===== config.mk =====
export PLATFORM = sky130hd
export DESIGN_NAME = code_classifier
export DESIGN_NICKNAME = d
export VERILOG_FILES = /design/src/rtl/code_classifier.sv
export SDC_FILE = /design/constraint.sdc
export NUM_CORES = 1
export LEC_CHECK = 0
export BUFFER_PORTS_ARGS = -buffer_cell sky130_fd_sc_hd__buf_2
export CORE_MARGIN = 1
export CORE_UTILIZATION = 45
export CTS_BUF_LIST = sky130_fd_sc_hd__clkbuf_8
export CTS_CLUSTER_SIZE = 30
export DETAILED_ROUTE_END_ITERATION = 7
export SYNTH_ARGS = -nofsm -noshare
export SYNTH_HDL_FRONTEND = slang
export SYNTH_SLANG_ARGS = --single-unit

===== constraint.sdc =====
create_clock -name clk -period 17.6 [get_ports clk]
set_input_delay 1.76 -clock clk [delete_from_list [all_inputs] [get_ports clk]]
set_output_delay 1.76 -clock clk [all_outputs]
set_load 0.05 [all_outputs]

===== src/rtl/code_classifier.sv =====
// Scores 64-bit spike code words against fixed class templates by XNOR match count,
// accumulates over NUM_FRAMES words and reports the argmax class.
module code_classifier #(
  parameter int NUM_CLASS = 4,
  parameter int NUM_FRAMES = 8,
  parameter logic [NUM_CLASS*64-1:0] TEMPLATES = {NUM_CLASS{64'h0}},
  localparam int CLS_W = $clog2(NUM_CLASS)
) (
  input  logic             clk,
  input  logic             rst_n,
  input  logic             clr,
  input  logic             code_valid,
  input  logic [63:0]      code,
  output logic             code_ready,
  output logic             busy,
  output logic [CLS_W-1:0] class_id,
  output logic             class_valid
);

  localparam int SCORE_W = $clog2(NUM_FRAMES * 64 + 1);
  localparam int FRM_W = (NUM_FRAMES > 1) ? $clog2(NUM_FRAMES) : 1;
  localparam logic [CLS_W-1:0] LAST_CLS = CLS_W'(NUM_CLASS - 1);
  localparam logic [FRM_W-1:0] LAST_FRM = FRM_W'(NUM_FRAMES - 1);

  typedef enum logic [1:0] {IDLE, SCORE, DECIDE} state_t;

  state_t             state;
  state_t             state_nxt;
  logic [SCORE_W-1:0] scores [NUM_CLASS];
  logic [FRM_W-1:0]   frame_cnt;
  logic [CLS_W-1:0]   cls_idx;
  logic [63:0]        code_r;
  logic [63:0]        match_vec;
  logic [6:0]         match_cnt;
  logic [CLS_W-1:0]   best_idx;
  logic [SCORE_W-1:0] best_score;

  assign code_ready = (state == IDLE);
  assign busy       = (state != IDLE);

  always_ff @(posedge clk or negedge rst_n) begin
    if (!rst_n) state <= IDLE;
    else        state <= state_nxt;
  end

  always_comb begin
    state_nxt = state;
    case (state)
      IDLE:    if (code_valid) state_nxt = SCORE;
      SCORE:   if (cls_idx == LAST_CLS) state_nxt = (frame_cnt == LAST_FRM) ? DECIDE : IDLE;
      DECIDE:  state_nxt = IDLE;
      default: state_nxt = IDLE;
    endcase
    if (clr) state_nxt = IDLE;
  end

  // Match count of the captured word against the template currently being scored
  always_comb begin
    match_vec = ~(code_r ^ TEMPLATES[64*cls_idx +: 64]);
    match_cnt = '0;
    for (int b = 0; b < 64; b++) match_cnt = match_cnt + 7'(match_vec[b]);
  end

  // Strict greater-than keeps the lowest index on ties
  always_comb begin
    best_idx   = '0;
    best_score = scores[0];
    for (int k = 1; k < NUM_CLASS; k++) begin
      if (scores[k] > best_score) begin
        best_score = scores[k];
        best_idx   = CLS_W'(k);
      end
    end
  end

  always_ff @(posedge clk or negedge rst_n) begin
    if (!rst_n) begin
      for (int k = 0; k < NUM_CLASS; k++) scores[k] <= '0;
      frame_cnt   <= '0;
      cls_idx     <= '0;
      code_r      <= '0;
      class_id    <= '0;
      class_valid <= 1'b0;
    end else begin
      class_valid <= 1'b0;
      if (clr) begin
        for (int k = 0; k < NUM_CLASS; k++) scores[k] <= '0;
        frame_cnt <= '0;
        cls_idx   <= '0;
      end else begin
        case (state)
          IDLE: begin
            if (code_valid) begin
              code_r  <= code;
              cls_idx <= '0;
            end
          end
          SCORE: begin
            scores[cls_idx] <= scores[cls_idx] + SCORE_W'(match_cnt);
            if (cls_idx == LAST_CLS) begin
              cls_idx <= '0;
              if (frame_cnt != LAST_FRM) frame_cnt <= frame_cnt + FRM_W'(1);
            end else begin
              cls_idx <= cls_idx + CLS_W'(1);
            end
          end
          DECIDE: begin
            class_id    <= best_idx;
            class_valid <= 1'b1;
            for (int k = 0; k < NUM_CLASS; k++) scores[k] <= '0;
            frame_cnt <= '0;
            cls_idx   <= '0;
          end
          default: ;
        endcase
      end
    end
  end

endmodule


==> flow_summary.json, run 1 <==
{
  "clk-insertion-delay-late_ps": 460,
  "cap_violations": 0,
  "core_sq_mm": 0.0175,
  "period_minus_slack_ps": 7140,
  "numCtsBuffers": 17,
  "r2r_end": "scores[8]$_DFFE_PN0P_",
  "stdcell_count": 1060,
  "setup_viol": 0,
  "cts_setup_buffers": 0,
  "path_cells": "mux4_2, inv_1, fa_1, inv_1, fa_1, fa_1, fa_1, fa_1, fa_1, fa_1, fa_1, fa_1, a21o_1, a21oi_1, o21ai_1, xnor2_1, a22o_1",
  "cpLargestDelayFamily": "adder cells",
  "n_fill_cell": 1609,
  "dr.pass1.iters": 6,
  "hold_ws_ps": 489,
  "relSlewSlack_pct": 21.7,
  "hold_path_startpoint": "class_id[0]$_DFFE_PN0P_",
  "synth.most_common_cell": "inv_1",
  "gr-usage-all-layers_pct": 21.5,
  "ys_top_cells_by_area": "dfrtp_1 35%, fa_1 14%, ha_1 10%",
  "cp-start-kind": "flop",
  "multiInputGateArea_sq_mm": 0.00471,
  "fmaxAchievable_mhz": 140,
  "seqCellArea_sq_mm": 0.00285,
  "slew_violations": 0,
  "setup_ws_ps": 10460,
  "cp-end-kind": "flop",
  "antenna_found_initial": 1,
  "drive_above_1_share_pct": 23.2,
  "ctsHoldBuffers": 0,
  "yosys_warnings": 0,
  "place_ws_ps": 10450,
  "die_y_um": 137,
  "hold_path.class": "flop to flop",
  "wire_per_inst_um": 17.7,
  "clkSlewWorstSetupHoldPaths_ps": 80,
  "fin_skew_ps": 15.4,
  "grt-ovfl-total": 0,
  "hold_end": "class_id[0]$_DFFE_PN0P_",
  "synthDistinctLibCells": 62,
  "syn-num-nets": 950,
  "via_per_inst": 5.44,
  "slowest_stage": "dfrtp_1",
  "clockRootBuffer": "clkbuf_8",
  "synth_area_sq_mm": 0.00817,
  "fin_tns_setup_ps": 0,
  "h-tree-depth": 4,
  "grt_max_degree": 65,
  "hold_violations": 0,
  "syn2layout_area_growth_pct": 10.9,
  "cts_resized": 0,
  "n_antenna_cell": 0,
  "synth_async_sr_flop_share_pct": 100,
  "grt_first_pass_wirelength_mm": 30.2,
  "rows": 48,
  "via_count": 5771,
  "cp.arrival_ps": 7520,
  "io_pins": 73,
  "synth_seq_area_share_pct": 34.9,
  "place_hpwl_mm": 14.4,
  "worst_pin_slew_ps": 1180,
  "yosysTopAreaCell": "dfrtp_1",
  "syn_inst": 759,
  "drt-initial-drc-count": 416,
  "critPathBufInv": 2,
  "path_common_cell": "fa_1",
  "place_inst": 1028,
  "synth_top_area_share_pct": 34.9,
  "die_area_sq_mm": 0.0187,
  "drt_wl_total_mm": 18.7,
  "rsz0062_at_grt": "false",
  "synth_common_cells": "122 x inv_1, 114 x dfrtp_1, 68 x nand2_1",
  "r2r_start": "cls_idx[0]$_DFFE_PN0P_",
  "die_w_um": 137,
  "synth_edf_count": 0,
  "place_congestion": 0.894,
  "status": "completed",
  "avgSynthCellArea_sq_um": 10.8,
  "ant_nets": 0,
  "critPathKind": "flop to flop",
  "ys_ff_latch": 114,
  "initial_core_util_pct": 46.6,
  "worstPathRequired_ps": 17990,
  "io_buffers": 72,
  "cpPeakStageDelay_ps": 900,
  "ff2ff_path_depth": 17,
  "final_nets": 1013,
  "min_path_cells": 2,
  "ys.flop_type": "dfrtp_1",
  "clkSinkCount": 114,
  "cts_tree": "done",
  "post-route-period-util_pct": 40.5,
  "crit_fanout": 15,
  "r2r_slack_ps": 10460,
  "first_global_vias": 5831,
  "clk_path_buf_depth": 2,
  "drc": 0
}
cell usage in the layout, fill, tap and decap left out, drive strengths merged, types with 4 or more instances in the layout:
master,Yosys,final
mux2,64,64
nand3b,11,11
a22o,12,12
clkinvlp,0,4
nand3,10,10
a21oi,27,27
mux4,10,10
nand2b,4,4
a21o,11,11
a32oi,4,4
o31ai,17,17
inv,122,124
o21ai,23,23
and3,4,4
nor4,4,4
buf,15,75
clkinv,0,7
a211oi,6,6
clkbuf,16,18
o211a,10,10
nand4,8,8
o22a,8,8
dfrtp,114,114
and2,8,8
xnor2,5,5
nor2,24,24
ha,67,67
nand2,68,68
fa,56,56
flip-flops by register name, summed over array words and instances, names as in the netlist:
signal,count
frame_cnt,3
class_valid,1
state,2
class_id,2
code_r,64
scores,40
cls_idx,2
cell type report:
type | count | share of cell area, %
repair buffers | 75 | 4.25
well taps | 225 | 3.10
multi-input cells | 492 | 51.9
clock inverters | 14 | 1.48
inverters | 122 | 5.05
clock buffers | 18 | 2.73
flip-flops and latches | 114 | 31.5
logic make-up (layout without fill, tap and decap cells):
kind of cell	count (synthesis)	in the layout	share of synthesized area [%]
AO/OA/AOI/OAI	137	137	12.2
buffers and inverters	153	229	7.50
multiplexers	74	74	11.6
adder cells (fa/ha/maj)	123	123	24.0
XOR/XNOR	6	6	0.643
AND/OR/NAND/NOR	152	152	9.20
flip-flops	114	114	34.9
how the worst max path moves through the flow:
stage	start	end	cells after the start
after floorplan	cls_idx[1]$_DFFE_PN0P_	scores[16]$_DFFE_PN0P_	18
after global placement	cls_idx[0]$_DFFE_PN0P_	scores[8]$_DFFE_PN0P_	17
after detailed placement	cls_idx[0]$_DFFE_PN0P_	scores[8]$_DFFE_PN0P_	17
after CTS	cls_idx[0]$_DFFE_PN0P_	scores[8]$_DFFE_PN0P_	17
after global routing	cls_idx[0]$_DFFE_PN0P_	scores[38]$_DFFE_PN0P_	17
final	cls_idx[0]$_DFFE_PN0P_	scores[8]$_DFFE_PN0P_	17
through the flow:
stage | util (%) | instance area [sq um]
after floorplan | - | 8170
after global placement | 49.5 | 8690
after detailed placement | 49.5 | 8690
after CTS | 51.7 | 9070
after global routing | 51.7 | 9070
final | 51.7 | 9070
routing by layer:
layer,global-route usage [%],wire (um),vias up
li1,-,-,2731
met1,30.1,8650,2839
met2,32.7,8760,167
met3,4.19,875,34
met4,8.49,433,0
met5,0,0,-
worst min-delay path, cell delays in order (launching register included):
cell      delay, ps
dfrtp_1         340
nand2_1          60
o311ai_2         60
Power of run 1 is not shown: default switching activity piles up to over one toggle a cycle in this logic, so the estimate is an artifact.
==> run 2, diff against run 1 <==
Clock period 17.6 ns to 7.4 ns, I/O delays scaled along.
==> flow_summary.json, run 2 (synthesis gave the netlist of run 1 again) <==
{
  "dr.pass1.iters": 5,
  "clk-insertion-delay-late_ps": 430,
  "cap_violations": 0,
  "fin_tns_setup_ps": 0,
  "clkSlewWorstSetupHoldPaths_ps": 70,
  "reg_top3": "code_r x64, scores x40, frame_cnt x3",
  "cts_setup_buffers": 0,
  "path_cells": "inv_1, fa_1, inv_1, fa_1, inv_1, fa_1, fa_1, fa_1, fa_1, fa_1, fa_1, fa_1, fa_1, a21o_1, a21oi_1, o21ai_1, xnor2_1, a22o_1",
  "die_y_um": 137,
  "post-route-period-util_pct": 90.8,
  "rows": 48,
  "io_buffers": 72,
  "drc": 0,
  "layout_common_cells": "122 x inv_1, 114 x dfrtp_1, 71 x buf_2, 68 x nand2_1, 67 x ha_1",
  "drive_above_1_share_pct": 23.3,
  "fin_skew_ps": 11.2,
  "status": "completed",
  "clockRootBuffer": "clkbuf_8",
  "crit_fanout": 4,
  "antenna_found_initial": 0,
  "cp-start-kind": "flop",
  "hold_violations": 0,
  "core_sq_mm": 0.0175,
  "place_congestion": 0.890,
  "ff2ff_path_depth": 18,
  "place_hpwl_mm": 14.7,
  "via_count": 5735,
  "hold_ws_ps": 327,
  "cp.arrival_ps": 7080,
  "clkSinkCount": 114,
  "h-tree-depth": 4,
  "via_per_inst": 5.41,
  "multiInputGateArea_sq_mm": 0.00471,
  "cts_tree": "done",
  "hold_path.class": "input port to async pin",
  "drt-initial-drc-count": 254,
  "critPathKind": "flop to flop",
  "grt_max_degree": 65,
  "period_minus_slack_ps": 6720,
  "ant_nets": 0,
  "die_area_sq_mm": 0.0187,
  "worstPathRequired_ps": 7770,
  "crit_path_end": "scores[38]$_DFFE_PN0P_",
  "largest_reg_flops": 64,
  "clk_path_buf_depth": 2,
  "grt-ovfl-total": 0,
  "first_global_vias": 5963,
  "initial_core_util_pct": 46.6,
  "seqCellArea_sq_mm": 0.00285,
  "worst_pin_slew_ps": 1130,
  "utilization_pct": 52.1,
  "ctsHoldBuffers": 0,
  "path_common_cell": "fa_1",
  "gr-usage-all-layers_pct": 22.0,
  "grt_first_pass_wirelength_mm": 30.5,
  "n_fill_cell": 1578,
  "relSlewSlack_pct": 24.4,
  "layout_commonest_cell": "inv_1",
  "fmaxAchievable_mhz": 149,
  "cts_resized": 0,
  "wire_per_inst_um": 17.9,
  "setup_viol": 0,
  "r2r_slack_ps": 680,
  "rsz0062_at_grt": "false",
  "cp-startpoint": "code_r[0]$_DFFE_PN0P_",
  "r2r_start": "code_r[0]$_DFFE_PN0P_",
  "r2r_end": "scores[38]$_DFFE_PN0P_",
  "slew_violations": 0,
  "n_antenna_cell": 0,
  "top_register": "code_r",
  "slowest_stage": "fa_1",
  "cp-end-kind": "flop",
  "die_w_um": 137,
  "syn2layout_area_growth_pct": 11.8,
  "cpPeakStageDelay_ps": 560,
  "io_pins": 73,
  "final_nets": 1014,
  "drt_wl_total_mm": 19.0,
  "numCtsBuffers": 17
}
## run 2: final cells by class
cell class / instances / share of cell area, %
clock buffer: 19 / 2.86
inverter: 122 / 5.01
multi-input combinational: 492 / 51.5
timing repair buffer: 76 / 4.30
clock inverter: 13 / 2.00
tap: 225 / 3.08
sequential: 114 / 31.2
## run 2: how the worst min path moves through the flow
stage / from / to / slack (ps) / depth (start not counted)
after floorplan: rst_n / class_id[0]$_DFFE_PN0P_ / 440 / 0
after global placement: frame_cnt[1]$_DFFE_PN0P_ / frame_cnt[1]$_DFFE_PN0P_ / 470 / 2
after detailed placement: frame_cnt[2]$_DFFE_PN0P_ / frame_cnt[2]$_DFFE_PN0P_ / 480 / 2
after CTS: rst_n / code_r[63]$_DFFE_PN0P_ / 340 / 1
after global routing: rst_n / code_r[63]$_DFFE_PN0P_ / 350 / 1
final: rst_n / code_r[63]$_DFFE_PN0P_ / 330 / 1
## run 2: stage by stage
step / cell area (sq um) / setup slack, ps / cells
3_5_place_dp: 8690 / 702 / 1029
3_3_place_gp: 8690 / 822 / 1029
4_1_cts: 9140 / 643 / 1061
6_report: 9140 / 683 / 1061
5_1_grt: 9140 / 340 / 1061
2_1_floorplan: 8170 / 961 / 759
## run 2: layer usage
layer	track usage [%]	routed length, um
met3	5.78	862
met4	5.43	266
met2	34.7	9040
met5	0	0
met1	30.1	8810
## run 2: critical path, delay by kind of cell (launching register included)
kind | cells | cell delay (ps)
adders and majority gates | 10 | 4980
AOI/OAI and AO/OA | 4 | 850
DFF | 1 | 350
xor gates and xnor gates | 1 | 310
buffers and inverters | 3 | 170
Power of run 2 is left out for the same reason.
